`config.mk`:
```
export PLATFORM = sky130hd
export DESIGN_NAME = mem_access_unit
export DESIGN_NICKNAME = d
export VERILOG_FILES = /design/src/rtl/mem_access_unit_pkg.sv /design/src/rtl/mem_access_unit_load_align.sv /design/src/rtl/mem_access_unit.sv
export SDC_FILE = /design/constraint.sdc
export NUM_CORES = 1
export LEC_CHECK = 0
export CAP_MARGIN = 15
export CELL_PAD_IN_SITES_DETAIL_PLACEMENT = 0
export CELL_PAD_IN_SITES_GLOBAL_PLACEMENT = 1
export CORE_ASPECT_RATIO = 1.75
export CORE_MARGIN = 5
export CORE_UTILIZATION = 38
export DETAILED_ROUTE_END_ITERATION = 16
export GPL_TIMING_DRIVEN = 0
export PLACE_DENSITY_LB_ADDON = 0.1
export SYNTH_ARGS = -nofsm -noshare
export SYNTH_HDL_FRONTEND = slang
export SYNTH_SLANG_ARGS = --single-unit
```
`constraint.sdc`:
```
create_clock -name clk -period 2.9 [get_ports clk]
set_input_delay 0.87 -clock clk [delete_from_list [all_inputs] [get_ports clk]]
set_output_delay 0.87 -clock clk [all_outputs]
set_load 0.01 [all_outputs]
```
`src/rtl/mem_access_unit_pkg.sv`:
```
// Shared encodings and helpers for the memory/writeback stage.
package mem_access_unit_pkg;

    // Writeback source select
    localparam logic [1:0] WB_ALU = 2'd0;
    localparam logic [1:0] WB_MEM = 2'd1;
    localparam logic [1:0] WB_PC4 = 2'd2;

    // funct3 access size/sign encodings
    localparam logic [2:0] F3_LB  = 3'd0;
    localparam logic [2:0] F3_LH  = 3'd1;
    localparam logic [2:0] F3_LW  = 3'd2;
    localparam logic [2:0] F3_LBU = 3'd4;
    localparam logic [2:0] F3_LHU = 3'd5;
    localparam logic [2:0] F3_SB  = 3'd0;
    localparam logic [2:0] F3_SH  = 3'd1;
    localparam logic [2:0] F3_SW  = 3'd2;

    typedef enum logic [1:0] {
        IDLE = 2'd0,
        REQ  = 2'd1,
        WAIT = 2'd2,
        WB   = 2'd3
    } state_t;

    // Misaligned, illegal-encoding or conflicting access; never set for non-memory ops.
    function automatic logic access_fault(input logic       memren,
                                          input logic       memwren,
                                          input logic [2:0] funct3,
                                          input logic [1:0] addr_lo);
        logic f;
        f = 1'b0;
        if (memren && memwren) begin
            f = 1'b1;
        end else if (memren) begin
            if (funct3 == 3'd3 || funct3 == 3'd6 || funct3 == 3'd7) f = 1'b1;
        end else if (memwren) begin
            if (funct3 >= 3'd3) f = 1'b1;
        end
        if (memren || memwren) begin
            // funct3[1:0] carries the size for both signed and unsigned loads
            if (funct3[1:0] == 2'd1 && addr_lo[0]) f = 1'b1;
            if (funct3[1:0] == 2'd2 && addr_lo != 2'd0) f = 1'b1;
        end
        return f;
    endfunction

    // Byte-lane enables for an access of the given size at the given offset.
    function automatic logic [3:0] byte_enables(input logic [2:0] funct3,
                                                input logic [1:0] addr_lo);
        logic [3:0] be;
        case (funct3[1:0])
            2'd0:    be = 4'b0001 << addr_lo;
            2'd1:    be = 4'b0011 << addr_lo;
            default: be = 4'b1111;
        endcase
        return be;
    endfunction

endpackage

```
`src/rtl/mem_access_unit_load_align.sv`:
```
// Selects the addressed byte/halfword of a load word and sign- or zero-extends it.
module load_align
    import mem_access_unit_pkg::*;
#(
    parameter int DWIDTH = 32
) (
    input  logic [DWIDTH-1:0] rdata,
    input  logic [1:0]        addr_lo,
    input  logic [2:0]        funct3,
    output logic [DWIDTH-1:0] ext
);

    logic [7:0]  lane;
    logic [15:0] half;

    // Lane selection and extension by access size/sign
    always_comb begin
        lane = rdata[{addr_lo, 3'b000} +: 8];
        half = rdata[{addr_lo[1], 4'b0000} +: 16];
        ext  = rdata;
        case (funct3)
            F3_LB:   ext = {{(DWIDTH-8){lane[7]}}, lane};
            F3_LBU:  ext = {{(DWIDTH-8){1'b0}}, lane};
            F3_LH:   ext = {{(DWIDTH-16){half[15]}}, half};
            F3_LHU:  ext = {{(DWIDTH-16){1'b0}}, half};
            default: ext = rdata;
        endcase
    end

endmodule

```
`src/rtl/mem_access_unit.sv`:
```
// Memory/writeback stage: one data-memory request per load/store, then one
// writeback beat to the register file. One instruction in flight at a time.
//
// state | meaning
// IDLE  | ready for a new instruction; captures inputs on valid_i
// REQ   | memory request presented, held until mem_req_ready_i
// WAIT  | load issued, waiting for mem_rsp_valid_i
// WB    | single-cycle writeback beat
module mem_access_unit
    import mem_access_unit_pkg::*;
#(
    parameter int DWIDTH = 32,
    parameter int AWIDTH = 32
) (
    input  logic              clk,
    input  logic              rst_n,
    input  logic              valid_i,
    output logic              ready_o,
    input  logic              memren_i,
    input  logic              memwren_i,
    input  logic              regwren_i,
    input  logic [1:0]        wbsel_i,
    input  logic [2:0]        funct3_i,
    input  logic [4:0]        rd_i,
    input  logic [AWIDTH-1:0] alu_res_i,
    input  logic [DWIDTH-1:0] rs2_data_i,
    input  logic [AWIDTH-1:0] pc_i,
    output logic              mem_req_valid_o,
    input  logic              mem_req_ready_i,
    output logic [AWIDTH-1:0] mem_addr_o,
    output logic              mem_we_o,
    output logic [3:0]        mem_be_o,
    output logic [DWIDTH-1:0] mem_wdata_o,
    input  logic              mem_rsp_valid_i,
    input  logic [DWIDTH-1:0] mem_rdata_i,
    output logic              wb_valid_o,
    output logic              wb_regwren_o,
    output logic [4:0]        wb_rd_o,
    output logic [DWIDTH-1:0] wb_data_o,
    output logic              fault_o
);

    state_t            state;
    logic [AWIDTH-1:0] alu_q;
    logic [AWIDTH-1:0] pc_q;
    logic [2:0]        funct3_q;
    logic [1:0]        wbsel_q;
    logic [4:0]        rd_q;
    logic              regwren_q;
    logic              store_q;

    logic              access_in;
    logic              fault_in;
    logic [3:0]        be_in;
    logic [DWIDTH-1:0] wdata_in;
    logic [DWIDTH-1:0] load_ext;

    function automatic logic [DWIDTH-1:0] wb_mux(input logic [1:0]        sel,
                                                 input logic [AWIDTH-1:0] alu,
                                                 input logic [AWIDTH-1:0] pc,
                                                 input logic [DWIDTH-1:0] ld);
        logic [AWIDTH-1:0] pc4;
        logic [DWIDTH-1:0] v;
        pc4 = pc + AWIDTH'(4);
        case (sel)
            WB_MEM:  v = ld;
            WB_PC4:  v = DWIDTH'(pc4);
            default: v = DWIDTH'(alu);
        endcase
        return v;
    endfunction

    // Decode of the incoming instruction: fault check, lane enables, replicated store data
    always_comb begin
        access_in = memren_i || memwren_i;
        fault_in  = access_fault(memren_i, memwren_i, funct3_i, alu_res_i[1:0]);
        be_in     = byte_enables(funct3_i, alu_res_i[1:0]);
        case (funct3_i[1:0])
            2'd0:    wdata_in = {4{rs2_data_i[7:0]}};
            2'd1:    wdata_in = {2{rs2_data_i[15:0]}};
            default: wdata_in = rs2_data_i;
        endcase
    end

    load_align #(.DWIDTH(DWIDTH)) u_load_align (
        .rdata   (mem_rdata_i),
        .addr_lo (alu_q[1:0]),
        .funct3  (funct3_q),
        .ext     (load_ext)
    );

    // Sequencing FSM with all outputs registered
    always_ff @(posedge clk or negedge rst_n) begin
        if (!rst_n) begin
            state           <= IDLE;
            ready_o         <= 1'b1;
            alu_q           <= '0;
            pc_q            <= '0;
            funct3_q        <= '0;
            wbsel_q         <= '0;
            rd_q            <= '0;
            regwren_q       <= 1'b0;
            store_q         <= 1'b0;
            mem_req_valid_o <= 1'b0;
            mem_addr_o      <= '0;
            mem_we_o        <= 1'b0;
            mem_be_o        <= '0;
            mem_wdata_o     <= '0;
            wb_valid_o      <= 1'b0;
            wb_regwren_o    <= 1'b0;
            wb_rd_o         <= '0;
            wb_data_o       <= '0;
            fault_o         <= 1'b0;
        end else begin
            case (state)
                IDLE: begin
                    if (valid_i) begin
                        ready_o   <= 1'b0;
                        alu_q     <= alu_res_i;
                        pc_q      <= pc_i;
                        funct3_q  <= funct3_i;
                        wbsel_q   <= wbsel_i;
                        rd_q      <= rd_i;
                        regwren_q <= regwren_i;
                        store_q   <= memwren_i;
                        if (access_in && !fault_in) begin
                            state           <= REQ;
                            mem_req_valid_o <= 1'b1;
                            mem_addr_o      <= {alu_res_i[AWIDTH-1:2], 2'b00};
                            mem_we_o        <= memwren_i;
                            mem_be_o        <= be_in;
                            mem_wdata_o     <= memwren_i ? wdata_in : '0;
                        end else begin
                            state        <= WB;
                            wb_valid_o   <= 1'b1;
                            wb_regwren_o <= regwren_i && !fault_in && (rd_i != 5'd0);
                            wb_rd_o      <= rd_i;
                            wb_data_o    <= wb_mux(wbsel_i, alu_res_i, pc_i, '0);
                            fault_o      <= fault_in;
                        end
                    end
                end
                REQ: begin
                    if (mem_req_ready_i) begin
                        mem_req_valid_o <= 1'b0;
                        mem_addr_o      <= '0;
                        mem_we_o        <= 1'b0;
                        mem_be_o        <= '0;
                        mem_wdata_o     <= '0;
                        if (store_q) begin
                            state        <= WB;
                            wb_valid_o   <= 1'b1;
                            wb_regwren_o <= 1'b0;
                            wb_rd_o      <= rd_q;
                            wb_data_o    <= wb_mux(wbsel_q, alu_q, pc_q, '0);
                        end else begin
                            state <= WAIT;
                        end
                    end
                end
                WAIT: begin
                    if (mem_rsp_valid_i) begin
                        state        <= WB;
                        wb_valid_o   <= 1'b1;
                        wb_regwren_o <= regwren_q && (rd_q != 5'd0);
                        wb_rd_o      <= rd_q;
                        wb_data_o    <= wb_mux(wbsel_q, alu_q, pc_q, load_ext);
                    end
                end
                WB: begin
                    state        <= IDLE;
                    ready_o      <= 1'b1;
                    wb_valid_o   <= 1'b0;
                    wb_regwren_o <= 1'b0;
                    wb_rd_o      <= '0;
                    wb_data_o    <= '0;
                    fault_o      <= 1'b0;
                end
                default: begin
                    state   <= IDLE;
                    ready_o <= 1'b1;
                end
            endcase
        end
    end

endmodule

```
==> summary.txt <==
CTS
  – Worst skew pair latency: 0.45 ns
  – Clk root buf: clkbuf_16
  – CTS tree: done
  – CTS Buffer Depth: 2
  – H-tree level count: 4
  – Hold-fix buffers, CTS: 0
  – TritonCTS Buffers: 17
  – Clk slew on worst S/H paths: 0.07 ns
  – Clock Sink Count: 187

Cells and area
  – Final nets: 1579
  – Ant. Diodes: 0
  – Area Overhead vs Synth: 34.29%
  – Final core utilization: 51.55%
  – Share of cells above drive strength 1: 12.60%

STA
  – # setup viols final: 0
  – Unrepaired setup endpoints after global routing: no
  – Worst Tran Pin Value: 0.9630 ns
  – Fin. Hold Viols: 0
  – Relative slew slack: 35.80%
  – Tmin final: 2.866 ns
  – Upper clock frequency limit: 348.9 MHz
  – Clk_skew: 0.009703 ns
  – Final hold slack: 0.3709 ns
  – Period utilization: 98.83%
  – Final Max Slew Viols: 0
  – Final TNS setup: 0 ns

GRT
  – Vias in the first global route: 10530
  – Largest net degree at the start of global routing: 115
  – Global-route wire length before repair: 66.33 mm
  – Initial antenna violation count: 0
  – Overall Global Routing Usage: 28.49%
  – GRT overflow: 0

Power and ir drop
  – Max IR drop VDD: 0.6381 mV
  – Pwr/cell area: 1048 mW/mm²
  – Lkg Pwr: 5.843 nW

Die
  – # rows: 81
  – Core footprint: 0.02787 mm²
  – Io pins: 257
  – Die span in x: 136.8 µm
  – Die area: 0.03174 mm²
  – Die height: 232.0 µm
  – Starting Density: 38.38%

Drt
  – WL/cell: 25.00 µm
  – ANT nets after route: 0
  – DRC viols: 0
  – Drt total wl: 45.26 mm
  – Drt via density: 5.660
  – Routed via count: 10250
  – Pre-antenna DRT Iters: 5
  – DRT iter0 DRCs: 575

Critical path
  – Largest stage delay on the critical path: 0.61 ns
  – Buf/Inv on CP: 1
  – CP Capture Type: flop
  – Critical Path AT: 3.21 ns
  – Worst setup SP type: primary input
  – CP max FO: 6
  – WP data required: 3.24 ns
  – Worst Setup SP: pc_i[2]
  – CP cell instances: clkdlybuf4s50_1 > nand4_1 > or4_4 > xnor2_1 > a221o_1 > o22a_1
  – Family with the most delay on the worst path: simple AND/OR/NAND/NOR gates
  – Worst r2r src: state[1]
  – Worst Setup Path Type: in -> reg
  – Worst path slowest cell: clkdlybuf4s50_1

Place
  – Post-DP HPWL: 36.08 mm
  – GP Congestion: 0.9419
  – Port Buffers: 251

Synth
  – Yosys reg bits: 187
  – Post-synthesis cell type count: 73
  – Predominant post-synthesis flop cell: dfrtp_1
  – Cell taking the most area after synthesis: dfrtp_1
  – Cell count after synthesis: 1149
  – Most frequent cells after synthesis: dfrtp_1, nand2_1, o21ai_0
  – Post-synth top area share: 43.51%
  – Synth top area cells: dfrtp_1, mux2_2, nand2_1
  – YS warnings: 0
  – Async SR Flop Fraction: 100.0%
  – Register area share after synthesis: 43.75%
  – Most frequent cell after synthesis: dfrtp_1
  – Post-synth EDFFs: 0
  – Synth Cell Area: 0.01070 mm²
  – Mean Syn Cell Area: 9.310 µm²

Worst hold path
  – Hold Path Class: in -> async

Run status
  – Status: completed

Flow run
  – Max Cap Violations: 0
sequential cells by signal (all words and copies together), names as in the netlist:
| signal | flops |
|---|---|
| alu_q | 32 |
| fault_o | 1 |
| funct3_q | 3 |
| mem_addr_o | 30 |
| mem_be_o | 4 |
| mem_req_valid_o | 1 |
| mem_wdata_o | 32 |
| mem_we_o | 1 |
| pc_q | 32 |
| rd_q | 5 |
| ready_o | 1 |
| regwren_q | 1 |
| state | 2 |
| store_q | 1 |
| wb_data_o | 32 |
| wb_rd_o | 5 |
| wb_regwren_o | 1 |
| wb_valid_o | 1 |
| wbsel_q | 2 |
through the flow:
step	cell area [µm²]	total power, mW	cells	setup slack, ns
finish	14370	15.05	1810	0.03383
global route	14370	15.92	1810	0.001453
CTS	14300	14.98	1806	0.01251
detailed placement	13710	12.65	1775	-0.7726
global placement	13680	12.55	1774	-7.338
floorplan	10700	8.945	1150	0.4944
worst paths after layout:
path	to	slack, ns	cells after the start
min	wb_rd_o[2]	0.37	1
max in group asynchronous	alu_q[15]	1.51	2
min in group clk	mem_be_o[0]	0.48	2
max	wb_data_o[15]	0.03	6
max reg2reg	wb_data_o[27]	0.13	10
min reg2reg	mem_be_o[0]	0.48	2
worst register-to-register path, delay by kind of cell (launching register included):
kind | cells | cell delay, ns
fa+ha+maj | 1 | 0.18
simple gates | 2 | 0.31
flops | 1 | 0.41
buf+inv | 3 | 0.55
compound gates | 4 | 1.19
routing by layer:
metal  wire (µm)  GRT usage [%]  share of wire (%)
met1       16570          31.63                 37
met2       23330          51.02                 52
met3        2691          5.247                5.9
met4        2660          14.76                5.9
met5           0              0                  0
cell usage in the layout, fill, tap and decap left out, types with 11 or more instances in the layout:
cell / count
nand3_1: 30
nand4_1: 23
buf_2: 20
nor2_1: 78
clkdlybuf4s50_1: 250
nand2_1: 162
clkbuf_1: 47
a21oi_1: 49
inv_1: 24
a211oi_1: 12
xor2_1: 13
o21ai_1: 13
a221oi_1: 21
dfrtp_1: 186
mux2i_1: 36
clkbuf_16: 17
a31oi_1: 11
o21ai_0: 113
xnor2_1: 36
mux2_2: 74
nor2b_1: 11
nor3_1: 20
logic make-up after synthesis:
group | synth area share (%)
flip-flops | 43.75
XOR/XNOR | 4.094
other | 0.03505
buffers and inverters | 4.117
adder cells (fa/ha/maj) | 1.053
AO/OA/AOI/OAI | 17.80
multiplexers | 11.68
AND/OR/NAND/NOR | 17.46
power breakdown:
group / internal (mW) / switching, mW
registers: 3.75 / 0.833
clock network: 1.21 / 1.05
logic: 3.40 / 4.81
timing repair:
| item | 4_1_cts | 5_1_grt |
|---|---|---|
| buffers inserted | 0 | 4 |
| hold endpoints to repair | 0 | 0 |
| pin swaps | 1 | 3 |
| resized for setup | 18 | 10 |
| setup endpoints to repair | 35 | 76 |
cell type report:
cell class                 count  area (µm²)
buffer                        78       356.6
clock buffer                  25       465.4
clock inverter                 7       68.82
fill                        2728       13500
inverter                      25       93.84
multi-input combinational    859        5659
sequential                   187        4681
tap                          373       466.7
timing repair buffer         256        2575
No activity file was read; power rests on OpenSTA's default activity.
